**src/rtl/disp_pkg.sv**
```systemverilog
// disp_pkg: shared segment width, segment type and digit patterns for the 7-segment decoder.
package disp_pkg;
    localparam int SEG_W = 7;
    typedef logic [SEG_W-1:0] seg_t;
    localparam seg_t SEG_0   = 7'b1111110;
    localparam seg_t SEG_1   = 7'b0110000;
    localparam seg_t SEG_2   = 7'b1101101;
    localparam seg_t SEG_3   = 7'b1111001;
    localparam seg_t SEG_4   = 7'b0110011;
    localparam seg_t SEG_5   = 7'b1011011;
    localparam seg_t SEG_6   = 7'b1011111;
    localparam seg_t SEG_7   = 7'b1110000;
    localparam seg_t SEG_OFF = 7'b0000000;
endpackage

```
**src/rtl/disp_7s_lut.sv**
```systemverilog
// disp_7s_lut: combinational 3-bit code to lit-high segment pattern {a,b,c,d,e,f,g}.
//   code : 3-bit octal digit, MSB first
//   seg  : segment pattern, bit 6 = a, 1 = lit
module disp_7s_lut
    import disp_pkg::*;
(
    input  logic [2:0] code,
    output seg_t       seg
);
    always_comb begin
        seg = SEG_OFF;
        case (code)
            3'd0:    seg = SEG_0;
            3'd1:    seg = SEG_1;
            3'd2:    seg = SEG_2;
            3'd3:    seg = SEG_3;
            3'd4:    seg = SEG_4;
            3'd5:    seg = SEG_5;
            3'd6:    seg = SEG_6;
            3'd7:    seg = SEG_7;
            default: seg = SEG_OFF;
        endcase
    end
endmodule

```
**src/rtl/disp_7s.sv**
```systemverilog
// disp_7s: registered octal-digit 7-segment driver with optional common-anode inversion.
//   clk, rst     : clock, synchronous active-high reset (all segments off)
//   A, B, C      : digit code, A = MSB
//   Fa .. Fg     : registered segment drives, one cycle after the code is sampled
module disp_7s
    import disp_pkg::*;
#(
    parameter bit ACTIVE_LOW = 1'b0
) (
    input  logic clk,
    input  logic rst,
    input  logic A,
    input  logic B,
    input  logic C,
    output logic Fa,
    output logic Fb,
    output logic Fc,
    output logic Fd,
    output logic Fe,
    output logic Ff,
    output logic Fg
);
    localparam seg_t OFF = ACTIVE_LOW ? ~SEG_OFF : SEG_OFF;
    seg_t lut_seg;
    seg_t seg_d;
    seg_t seg_q;
    disp_7s_lut u_lut (
        .code ({A, B, C}),
        .seg  (lut_seg)
    );
    always_comb begin
        seg_d = ACTIVE_LOW ? ~lut_seg : lut_seg;
    end
    always_ff @(posedge clk) begin
        if (rst) seg_q <= OFF;
        else     seg_q <= seg_d;
    end
    assign {Fa, Fb, Fc, Fd, Fe, Ff, Fg} = seg_q;
endmodule

```
**config.mk**
```make
export PLATFORM = sky130hd
export DESIGN_NAME = disp_7s
export DESIGN_NICKNAME = d
export VERILOG_FILES = /design/src/rtl/disp_pkg.sv /design/src/rtl/disp_7s_lut.sv /design/src/rtl/disp_7s.sv
export SDC_FILE = /design/constraint.sdc
export NUM_CORES = 1
export LEC_CHECK = 0
export ABC_AREA = 1
export CAP_MARGIN = 10
export CORE_AREA = 2 2 39 41
export CTS_CLUSTER_DIAMETER = 100
export DETAILED_ROUTE_END_ITERATION = 7
export DIE_AREA = 0 0 41 43
export REMOVE_ABC_BUFFERS = 1
export SLEW_MARGIN = 10
export SYNTH_ARGS = -nofsm -noshare
export SYNTH_HDL_FRONTEND = slang
export SYNTH_SLANG_ARGS = --single-unit
```
**constraint.sdc**
```tcl
create_clock -name clk -period 0.8 [get_ports clk]
set_input_delay 0.16 -clock clk [delete_from_list [all_inputs] [get_ports clk]]
set_output_delay 0.16 -clock clk [all_outputs]
set_load 0.005 [all_outputs]
```
---- Yosys cells after proc, flatten, opt, wreduce, memory -nomap -nowiden ----
Memory sizes are Yosys's and may differ from the RTL's. A register that Yosys moved wholly into a read port is not among the register bits.
Index checks and enable logic that the tools add are counted.
word-level totals
  register bits ........................... 0
  latch bits .............................. 0
  RAM bits ................................ 0
  ROM bits ................................ 56
  input port bits ......................... 5
  output and inout port bits .............. 7
  memories ................................ 1
memory list
  memory           depth  bits a word  read ports  clocked after memory_dff  wr ports  RTL line           source
  (no name shown)  8      7            1           1                         0         disp_7s_lut.sv:12  case (code)
cells by class
  add/sub/neg operators ................... 0
  multiply operators ...................... 0
  divide/modulo/power cells ............... 0
  magnitude comparators ................... 0
  eq/ne operators ......................... 0
  shift-type cells ........................ 0
  multiplexer cells ....................... 0
  bitwise gates (word level) .............. 0
  reduce and logical (&&, ||, !) cells .... 0

---- Depth between registers and ports, before layout ----
  word-level depth ........................ 0
  mapped depth ............................ 5

---- Hierarchy ----
A second synthesis with hierarchy kept.
second synthesis, totals
  cell total of the unflattened synthesis .. 46
  area total of the unflattened synthesis .. 344.1 µm²
modules (own cells, without submodules)
  module       times used  cells an instance  area an instance (µm²)
  disp_7s      1           21                 192.7
  disp_7s_lut  1           25                 151.4

---- Least setup slack after synthesis ----
No wires, ideal clock.
  kind .................................... input to register
  start point ............................. input B
  end point ............................... register seg_q[3]
  data arrival time ....................... 0.604 ns
  path slack .............................. 0.079 ns
  cell stages on the path ................. 4
  buffers on the path ..................... 0
  path through ............................ inv_1 > ha_1 > nand2_1 > a21oi_1
RTL lines
  item                RTL line       source
  start: declaration  disp_7s.sv:13  input logic B,
  end: declaration    disp_7s.sv:26  seg_t seg_q;

---- Final worst setup path ----
  start point ............................. register seg_q[0]
  end point ............................... output Fg
RTL lines
  item              RTL line       source
  end: declaration  disp_7s.sv:21  output logic Fg
No word-level cell between the ends.

==> results by group <==
Run status
  – Outcome: finished with violations
  – Failing checks: setup timing

Layout
  – Number of antenna diodes: 0
  – Final #Nets: slightly above 60
  – Layout cells sized above 1: about two fifths
  – Most frequent cells in the layout: buf_2, dfxtp_1, inv_1, nand2_1, ha_1
  – Max reg flops: 7
  – Biggest register: seg_q
  – Finished Cell Area: 462.9 um^2
  – P&R area growth vs syn: 54.81%
  – Biggest regs: seg_q x7
  – Fin util: 33.45%

CTS
  – Clk sinks: 7
  – Reg clk slew, reported paths: approximately 0.05 ns
  – Root Driver: clkbuf_4
  – Cts hold-fix bufs: 0
  – CTS max path bufs: 2
  – H-tree levels: 1
  – TritonCTS buffer count: 3
  – CTS tree: done

Place
  – GP Congestion: approximately 0.72
  – Post-DP Area: 451.7 um^2
  – IO Port Bufs: 11
  – HPWL Detailed: approximately 370 um
  – Setup WS pre-CTS: -0.4774 ns

Pwr
  – Total leakage power: 0.0002333 uW
  – Power Dens Cells: between 1500 and 2000 mW/mm^2
  – Max VDD drop: approximately 320 uV
  – Power, Total: 808.0 uW

STA
  – Tmin final: 0.8091 ns
  – RSZ-0062 raised after global routing: true
  – Final hold vios: 0
  – Setup TNS: -0.01561 ns
  – Final worst slack: -0.009059 ns
  – Final Max Slew Viols: 0
  – Fmax: 1.236 GHz
  – # setup viols final: 5
  – Worst Tran Pin Value: between 0.2 and 0.3 ns
  – Slew HR: around 80%
  – Final worst path period share: 101.1%

Synthesis
  – Main combinational cell family by area after synthesis: adder cells
  – FF+latch count, synth: 7
  – Post-synthesis mux area share: 0%
  – Yosys warns: 0
  – Synth Area in Simple Gates: under 10%
  – Top cells by area, synth: dfxtp_1, ha_1, a21oi_1
  – Xor and xnor fraction of the mapped netlist area: 0%
  – Synthesized instance count: 33
  – Seq/Total Area, Yosys: 46.86%
  – Synth unique cells: 5
  – Synthesized cell area: between 200 and 300 um^2
  – Syn Area/Cell: 9.062 um^2
  – Post-synthesis compound-gate area fraction: between 10% and 20%
  – Dominant cell type by area after synthesis: dfxtp_1
  – Adder-cell share of the synthesized area: 25.10%
  – Yosys top cell area share: 46.86%

Die
  – Die Wd: 41 um
  – Die Ht: 43 um
  – Ports: 12
  – Site row count: 14
  – Starting Density: 21.61%
  – Die Area: about 0.0018 mm^2
  – Core ar.: 0.001384 mm^2

Setup path
  – Crit start category: flip-flop
  – CP Class: reg -> out
  – CP Capture Type: output port
  – Crit-path max cell delay: 0.31 ns
  – Crit-path cells: buf_6
  – CP delay by family, top: flip-flops
  – CP required: roughly 0.64 ns
  – WP buf/inv: 1
  – Slowest CP cell: dfxtp_2
  – Max FO, Critical Path: 1
  – CP Data Arrival Time: 0.65 ns

Worst hold path
  – HP Class: in -> reg
  – Worst hold endpoint: seg_q[0]$_SDFF_PP0_
  – Hold depth: 3
  – Hold Crit Start: B

Drt
  – Drt drc: 0
  – TritonRoute pass-1 iters: 2
  – Routed len/inst: 6.833 um
  – Final ANT Viol Nets: 0
  – Vias per cell: 3.712
  – Vias after detailed routing: 245
  – Drt total wl: 451 um
  – First DRT Iteration DRCs: 1

Global route
  – Met1 Usage GRT: 6.390%
  – Vias in the first global route: 223
  – GR peak layer: met2
  – Met3 usage: 0%
  – First-pass GRT wire length: 745 um
  – Global route total overflow: 0
  – Met2 Track Usage GR: 10.00%
  – Pin count of the biggest net entering global routing: 8
  – Number of antenna violations at the first check in global routing: 0
  – All-Layer GR Usage: 6.413%

Flow run
  – Max Cap Viol: 0
==> worst min-delay path, delay by kind of cell <==
family	cells	cell delay (ns)
buffers and inverters	1	0.13
AND/OR/NAND/NOR	1	0.09
AO/OA/AOI/OAI	1	0.05
==> layer usage <==
metal	wire length [um]	share of wire [%]
met1	195	43
met2	224	50
met3	31	6.9
met4	0	0
met5	0	0
==> cells in the mapped netlist <==
master and count:
ha_1 6, a21oi_1 7, inv_1 7, dfxtp_1 7, nand2_1 6
==> repair_timing <==
| item | in CTS | in global routing |
|---|---|---|
| endpoints found under the hold margin | 0 | 0 |
| endpoints found under the setup margin | 14 | 12 |
| pin swaps | 2 | 1 |
| resized for setup | 35 | 8 |
| setup buffers | 0 | 0 |
==> how the worst max path moves through the flow <==
stage                                   start                   to  slack (ns)  cells after the start
after floorplan                             B  seg_q[3]$_SDFF_PP0_        0.08                      4
after global placement                      B  seg_q[3]$_SDFF_PP0_       -0.47                      5
after detailed placement                    B  seg_q[3]$_SDFF_PP0_       -0.48                      5
after CTS                 seg_q[5]$_SDFF_PP0_                   Fb       -0.01                      1
after global routing      seg_q[6]$_SDFF_PP0_                   Fa       -0.04                      1
final                     seg_q[0]$_SDFF_PP0_                   Fg      -0.009                      1
==> per-stage QoR <==
step	cells	hold WS, ns
2_1_floorplan	33	0.2291
3_3_place_gp	63	0.8478
3_5_place_dp	63	0.8522
4_1_cts	66	0.3293
5_1_grt	66	0.2611
6_report	66	0.2265
==> layout make-up <==
cell class	count	area, um^2
timing repair buffer	13	90.09
sequential	7	141.4
clock buffer	4	26.28
tap	16	20.02
fill	158	920.9
multi-input combinational	19	158.9
inverter	7	26.28
==> power breakdown <==
part | internal, uW | switching [uW] | total, uW
registers | 375 | 4.91 | 380
logic | 62.8 | 61.5 | 124
clock network | 189 | 115 | 304
==> logic make-up after synthesis <==
logic type / after synthesis
buffers and inverters: 7
DFF: 7
and+or+nand+nor: 6
AOI/OAI and AO/OA: 7
adders and majority gates: 6
(Power assumes the default switching activity.)
